==> src/rtl/timer_device.sv <==
// Memory-mapped 16-bit prescaled down-counting timer with one-shot/periodic
// reload, sticky expiry flag and level interrupt.
module timer_device #(
    parameter logic [15:0] DEVICE_ID   = 16'h0200,
    parameter logic [15:0] DEVICE_TYPE = 16'h0004
) (
    input  logic        clock,
    input  logic        reset_n,
    input  logic        write_enable,
    input  logic        control,
    input  logic [7:0]  address,
    input  logic [15:0] data_in,
    output logic [15:0] data_out,
    output logic        irq
);

    localparam int unsigned DW = 16;
    localparam int unsigned CW = 3;

    // Data-space word addresses
    localparam logic [7:0] A_CTRL     = 8'd0;
    localparam logic [7:0] A_PRESCALE = 8'd1;
    localparam logic [7:0] A_RELOAD   = 8'd2;
    localparam logic [7:0] A_COUNT    = 8'd3;
    localparam logic [7:0] A_STATUS   = 8'd4;

    // CTRL bit positions
    localparam int unsigned B_EN       = 0;
    localparam int unsigned B_PERIODIC = 1;
    localparam int unsigned B_IE       = 2;

    logic [CW-1:0] ctrl_q,     ctrl_d;
    logic [DW-1:0] prescale_q, prescale_d;
    logic [DW-1:0] reload_q,   reload_d;
    logic [DW-1:0] count_q,    count_d;
    logic [DW-1:0] pcnt_q,     pcnt_d;
    logic          expired_q,  expired_d;
    logic [DW-1:0] data_out_q, data_out_d;
    logic          irq_q,      irq_d;

    logic wr_data_c;
    logic tick_c;
    logic expire_c;

    // Next-state computation for all registers, defaults first
    always_comb begin
        ctrl_d     = ctrl_q;
        prescale_d = prescale_q;
        reload_d   = reload_q;
        count_d    = count_q;
        pcnt_d     = pcnt_q;
        expired_d  = expired_q;
        data_out_d = '0;

        wr_data_c = write_enable && !control;
        tick_c    = ctrl_q[B_EN] && (pcnt_q == prescale_q);
        // A COUNT write in the tick cycle suppresses both decrement and expiry
        expire_c  = tick_c && (count_q == '0) && !(wr_data_c && address == A_COUNT);

        // Read mux sees pre-write register values
        if (control) begin
            case (address)
                8'd0:    data_out_d = DEVICE_ID;
                8'd1:    data_out_d = DEVICE_TYPE;
                8'd2:    data_out_d = DW'(expired_q);
                default: data_out_d = '0;
            endcase
        end else begin
            case (address)
                A_CTRL:     data_out_d = DW'(ctrl_q);
                A_PRESCALE: data_out_d = prescale_q;
                A_RELOAD:   data_out_d = reload_q;
                A_COUNT:    data_out_d = count_q;
                A_STATUS:   data_out_d = DW'(expired_q);
                default:    data_out_d = '0;
            endcase
        end

        // Countdown and reload on prescaler tick
        if (tick_c) begin
            if (count_q != '0) begin
                count_d = count_q - DW'(1);
            end else if (ctrl_q[B_PERIODIC]) begin
                count_d = reload_q;
            end else begin
                count_d    = '0;
                ctrl_d[B_EN] = 1'b0;
            end
        end

        // Bus writes take priority over timer-side updates
        if (wr_data_c) begin
            case (address)
                A_CTRL:     ctrl_d     = data_in[CW-1:0];
                A_PRESCALE: prescale_d = data_in;
                A_RELOAD:   reload_d   = data_in;
                A_COUNT:    count_d    = data_in;
                default:    ;
            endcase
        end

        // Sticky flag: set beats write-1-to-clear
        if (wr_data_c && address == A_STATUS && data_in[0]) begin
            expired_d = 1'b0;
        end
        if (expire_c) begin
            expired_d = 1'b1;
        end

        // Prescaler: free-runs only while enabled, restarts on PRESCALE write
        if (!ctrl_q[B_EN] || tick_c) begin
            pcnt_d = '0;
        end else begin
            pcnt_d = pcnt_q + DW'(1);
        end
        if (!ctrl_d[B_EN] || (wr_data_c && address == A_PRESCALE)) begin
            pcnt_d = '0;
        end

        irq_d = expired_d && ctrl_d[B_IE];
    end

    // State registers with asynchronous reset
    always_ff @(posedge clock or negedge reset_n) begin
        if (!reset_n) begin
            ctrl_q     <= '0;
            prescale_q <= '0;
            reload_q   <= '0;
            count_q    <= '0;
            pcnt_q     <= '0;
            expired_q  <= 1'b0;
            data_out_q <= '0;
            irq_q      <= 1'b0;
        end else begin
            ctrl_q     <= ctrl_d;
            prescale_q <= prescale_d;
            reload_q   <= reload_d;
            count_q    <= count_d;
            pcnt_q     <= pcnt_d;
            expired_q  <= expired_d;
            data_out_q <= data_out_d;
            irq_q      <= irq_d;
        end
    end

    assign data_out = data_out_q;
    assign irq      = irq_q;

endmodule

==> config.mk <==
export PLATFORM = sky130hd
export DESIGN_NAME = timer_device
export DESIGN_NICKNAME = d
export VERILOG_FILES = /design/src/rtl/timer_device.sv
export SDC_FILE = /design/constraint.sdc
export NUM_CORES = 1
export LEC_CHECK = 0
export ABC_AREA = 0
export ABC_CLOCK_PERIOD_IN_PS = 1900
export BUFFER_PORTS_ARGS = -buffer_cell sky130_fd_sc_hd__clkbuf_2
export CORE_MARGIN = 8
export CORE_UTILIZATION = 45
export DETAILED_ROUTE_END_ITERATION = 16
export GPL_ROUTABILITY_DRIVEN = 0
export MAX_ROUTING_LAYER = met4
export PLACE_DENSITY_LB_ADDON = 0.25
export SETUP_SLACK_MARGIN = 0.4
export SLEW_MARGIN = 15
export SYNTH_ARGS = -nofsm -noshare
export SYNTH_HDL_FRONTEND = slang
export SYNTH_SLANG_ARGS = --single-unit
==> constraint.sdc <==
create_clock -name clock -period 1.9 [get_ports clock]
set_input_delay 0.19 -clock clock [delete_from_list [all_inputs] [get_ports clock]]
set_output_delay 0.19 -clock clock [all_outputs]
set_load 0.03 [all_outputs]
# After elaboration in Yosys (flattened, before gate mapping)
# Index checks and enable logic that the tools add are counted.
totals:
  elab_cells: 54
  register_bits: 85
  output_inout_bits: 17
classes:
  n_addsub: 2
  muxes: 17
  reduce_logical: 21
  n_eq_ne: 5
ops:
  columns: ["cell", "n"]
  rows:
  - ["$mux W16", 8]
  - ["$pmux W16 S5", 1]
  - ["$pmux W10 S3", 1]
  - ["$add A16 B1 Y16 const B", 1]
  - ["$eq A16 B16 Y1", 1]
  - ["$eq A8 B2 Y1 const B", 2]
  - ["$logic_not A16 Y1", 1]
  - ["$reduce_bool A16 Y1", 1]
  - ["$sub A16 B1 Y16 const B", 1]
  - ["$logic_and A1 B1 Y1", 9]
  - ["$eq A8 B1 Y1 const B", 1]
  - ["$eq A8 B3 Y1 const B", 1]
  - ["$logic_not A8 Y1", 1]
  - ["$mux W3", 2]
  - ["$reduce_and A2 Y1", 3]
  - ["$mux W1", 5]
  - ["$logic_not A1 Y1", 4]
  - ["$logic_or A1 B1 Y1", 2]

# Depth between registers and ports, before layout
depth:
  word_depth: 8
  ltp_mapped: 9
  ltp_nobuf: 8

# Least setup slack after synthesis
# Ideal clock, no wire load.
synth_timing:
  path_kind: "reg-to-reg"
  startpoint: "reg count_q[0]"
  endpoint: "reg count_q[0]"
  stages_incl_launch_ff: 9
  required_ps: 1776
  slack_ps: -87
  period_less_slack_ps: 1987
  arrival_ps: 1863
  path_cell_list: "dfrtp_1 > inv_1 > ha_1 > nor4b_1 > nand4_1 > buf_2 > a21oi_1 > nor4_1 > a211o_1"
synth_between:
  elab_chain_cells: 5
  elab_cells_between_ends: 6
  classes_between: "add/sub: 1; mux: 4; reduce/logical: 1"
synth_rtl:
  columns: ["element", "line_no", "source"]
  rows:
  - ["start, declared", "35", "logic [DW-1:0] count_q, count_d;"]
  - ["start signal, assigned", "138", "count_q <= count_d;"]
  - ["$sub A16 B1 Y16 or $reduce_bool A16 Y1 (tied branches)", "82, 81", null]
  - ["$mux W16", "81", "if (count_q != '0) begin"]
  - ["$mux W16 *", "80", "if (tick_c) begin"]
  - ["$mux W16", "93", "case (address)"]
  - ["$mux W16 *", "92", "if (wr_data_c) begin"]
  - ["via count_d[0]", "35", null]
# The timed path passes the listed nets; every way through them passes the cells marked *.
# A chain may end at the register's enable or synchronous reset.

# Final worst setup path
layout_timing:
  startpoint: "reg prescale_q[0]"
  endpoint: "reg pcnt_q[2]"
layout_between:
  elab_chain_cells: 8
  elab_cells_between_ends: 10
  classes_between: "eq/ne: 1; mux: 5; reduce/logical: 4"
layout_rtl:
  columns: ["element", "line_no", "source"]
  rows:
  - ["start, declared", "33", "logic [DW-1:0] prescale_q, prescale_d;"]
  - ["start signal, assigned", "136", "prescale_q <= prescale_d;"]
  - ["$eq A16 B16 Y1 *", "56", "tick_c = ctrl_q[B_EN] && (pcnt_q == prescale_q);"]
  - ["$logic_and A1 B1 Y1 *", "56", null]
  - ["$mux W1", "80", null]
  - ["$mux W3", "93", null]
  - ["$mux W3", "92", null]
  - ["$logic_not A1 Y1", "116", "if (!ctrl_d[B_EN] || (wr_data_c && address == A_PRESCALE)) begin"]
  - ["$logic_or A1 B1 Y1", "116", null]
  - ["$mux W16 *", "116", null]
  - ["via pcnt_d[2]", "36", "logic [DW-1:0] pcnt_q, pcnt_d;"]
  - ["end signal, assigned", "139", "pcnt_q <= pcnt_d;"]
  - ["end, declared", "36", null]
# Marked as above.

==> run_results.csv <==
group,metric,value,unit
placed_design,dp_hpwl,9450,um
power,powerDensity,665,nW/um2
timing,rsz0062_at_grt,"true",
worst_setup_path,cp-end-kind,"flop",
job,maxCapViolCount,0,
detailed_routing,drt-total-wl,13700,um
clock_tree,cts_tree,"built",
global_route,grt_pass1_wl,20500,um
finish,multi_input_area,2590,um2
detailed_routing,wire_per_inst,19.0,um
timing,tightestPinTransition,0.631,ns
finish,fin_area,6240,um2
synth,synthCells,454,
worst_setup_path,cp_max_fo,8,
power,fin_total_pwr,4.16,mW
global_route,grt_usage,20.2,%
timing,finalMaxSlewViolations,0,
global_route,grt_pass1_vias,4033,
timing,period_needed,2.01,ns
die,die_area,13600,um2
synth,synth.net_count,485,
clock_tree,clkTransAtPathRegs,0.08,ns
timing,hold_viol,0,
synth,synth_area_per_cell,10.0,um2
synth,synth_area,4560,um2
detailed_routing,avgViaCountPerCell,5.63,
outcome,violations,"negative setup slack",
detailed_routing,dr.first_iter.drc_count,276,
synth,synth_cell_type_count,43,
timing,relSlewSlack,57.9,%
global_route,overflow,0,
detailed_routing,postRouteAntennaNets,0,
finish,register_area,2130,um2
power,peakVddDrop,344,uV
die,pin_count,45,
die,coreArea,9820,um2
worst_setup_path,start_kind,"flop",
die,rows,36,
synth,yosys_warnings,0,
timing,setup_viol,31,
placed_design,post-place-ws,-0.216,ns
clock_tree,cts_sinks,85,
global_route,antenna_found_initial,0,
finish,num_antenna_cells,0,
die,start_util,46.4,%
finish,nets,614,
timing,min_period_over_period,106,%
worst_setup_path,worstPathArrival,2.25,ns
detailed_routing,vias,4050,
finish,layout-drive-gt1-share,46.7,%
detailed_routing,dr.pass1.iters,5,
timing,setup_ws,-0.109,ns
placed_design,place_area,5530,um2
clock_tree,clk_path_buf_depth,2,
finish,n_fill_cell,786,
die,die_y,117,um
detailed_routing,drc_errors,0,
timing,fmax,498,MHz
synth,synth_ff_type,"dfrtp_1",
synth,seq_area_frac_synth,46.7,%
worst_setup_path,worst-setup-path-type,"reg2reg",
synth,synth_edf_count,0,
synth,yosys_register_bits,85,
power,p_leak,2.77,nW
outcome,outcome,"finished with violations",
die,die_w,117,um
worst_setup_path,crit_required,2.14,ns
clock_tree,clock_latency,0.36,ns
placed_design,io_buffer_count,44,
clock_tree,numCtsBuffers,9,
finish,area_delta_synth_final,37.0,%
clock_tree,cts_root_buf,"clkbuf_8",
synth,async_reset_ff_share,100,%
clock_tree,h-tree-depth,3,
global_route,grt_max_degree,38,
timing,fin_worst_skew,0.0113,ns
hold_path,hp-class,"in2reg",
-- report_power, final --
group | internal [mW] | total (mW) | leakage [nW] | switching, mW
Clock | 0.768 | 1.42 | 0.105 | 0.652
Sequential | 1.87 | 1.95 | 1.12 | 0.0761
Combinational | 0.407 | 0.788 | 1.54 | 0.381
Total | 3.05 | 4.16 | 2.77 | 1.11
-- cells in the final DEF (no fill, tap or decap), types with 7 or more instances in the layout --
cell,n
a22oi_1,12
clkbuf_8,10
clkbuf_2,43
buf_6,11
nand2_1,31
a21oi_1,27
nor2_1,44
buf_4,78
xor2_1,12
and3_1,7
nand4_1,10
xnor2_1,20
dfrtp_1,84
nand3_1,15
nor2_2,14
a21oi_2,7
mux2_2,47
o21ai_2,8
-- worst paths after layout --
kind                                    start             to  slack [ns]  cells after the start
worst max-delay path            prescale_q[0]      pcnt_q[2]       -0.11                      9
worst max register to register  prescale_q[0]      pcnt_q[2]       -0.11                      9
worst min-delay path              data_in[12]    count_q[12]        0.08                      3
min in group asynchronous             reset_n  prescale_q[0]        0.34                      2
max in group asynchronous             reset_n  prescale_q[6]        0.96                      3
worst min register to register   reload_q[10]   reload_q[10]        0.55                      1
-- routing by layer --
metal / vias to the layer above / global-route usage [%] / wire length [um] / share of wire, %
li1: 1869 / - / - / -
met1: 1994 / 25.8 / 5740 / 42
met2: 153 / 32.7 / 6770 / 49
met5: - / - / 0 / 0
met4: 0 / 7.25 / 364 / 2.7
met3: 34 / 2.43 / 842 / 6.1
-- cell type report --
type / count / area share, %
clock inverters: 4 / 1.16
repair buffers: 143 / 18.2
clock buffers: 11 / 2.26
flip-flops and latches: 85 / 34.1
multi-input cells: 341 / 41.5
inverters: 3 / 0.180
well taps: 133 / 2.66
-- cell families (layout without fill, tap and decap cells) --
group | after synthesis | in the layout | synth area share (%)
xor gates and xnor gates | 35 | 35 | 6.73
muxes | 55 | 55 | 13.9
DFF | 85 | 85 | 46.7
and+or+nand+nor | 171 | 171 | 18.9
buffers and inverters | 28 | 161 | 3.16
adders and majority gates | 3 | 3 | 0.824
AOI/OAI and AO/OA | 77 | 77 | 9.77
-- flip-flops by register name (all words and copies together), names as in the netlist --
signal,cells
data_out,16
count_q,16
prescale_q,16
reload_q,16
ctrl_q,3
expired_q,1
pcnt_q,16
irq,1
-- timing repair --
item                       4_1_cts  5_1_grt
hold endpoints to repair        35        0
gates cloned                     0        4
resized for setup                8       75
setup endpoints to repair       35       47
pin swaps                        9       24
hold buffers                     1        0
buffers inserted                 5       14
-- Yosys cell counts (2+ instances only) --
library cell   n  area, um2
dfrtp_1       85       2130
nor2_1        63        236
mux2_2        47        529
a21oi_1       35        175
nand2_1       34        128
xnor2_1       23        201
o21ai_0       19       95.1
nand3_1       17       85.1
a22oi_1       12       90.1
xor2_1        12        105
clkbuf_1      11       41.3
nand4_1       10       62.6
and3_1         7       43.8
buf_2          7       35.0
mux2i_1        6       60.1
nor3_1         6       30.0
nor4_1         6       37.5
nor4b_1        5       43.8
and2_1         4       25.0
nor2b_1        4       25.0
o211ai_1       4       30.0
buf_6          3       33.8
ha_1           3       37.5
inv_1          3       11.3
nand2b_1       3       18.8
or3_1          3       18.8
a21boi_0       2       15.0
buf_1          2       7.51
buf_4          2       15.0
mux4_2         2       45.0
nor4_2         2       25.0
-- per-stage QoR --
stage          std cells  TNS [ns]  utilization [%]  hold WS, ns
3_5_place_dp         681     -1.43             56.3        0.193
6_report             720     -2.15             63.6       0.0781
3_3_place_gp         681    -0.890             56.3        0.195
2_1_floorplan        454         0                -       -0.106
5_1_grt              720     -4.40             63.6       0.0736
4_1_cts              702     -1.06             59.3       0.0679
-- worst max-delay path, cell delays in order (launching register included) --
cell and delay (ns):
dfrtp_1 0.42, xnor2_2 0.19, nand4_1 0.16, nor4_4 0.38, buf_4 0.20, buf_6 0.10, buf_6 0.09, or3_4 0.15
clkbuf_16 0.17, nor2_2 0.03
(Power assumes the default switching activity.)
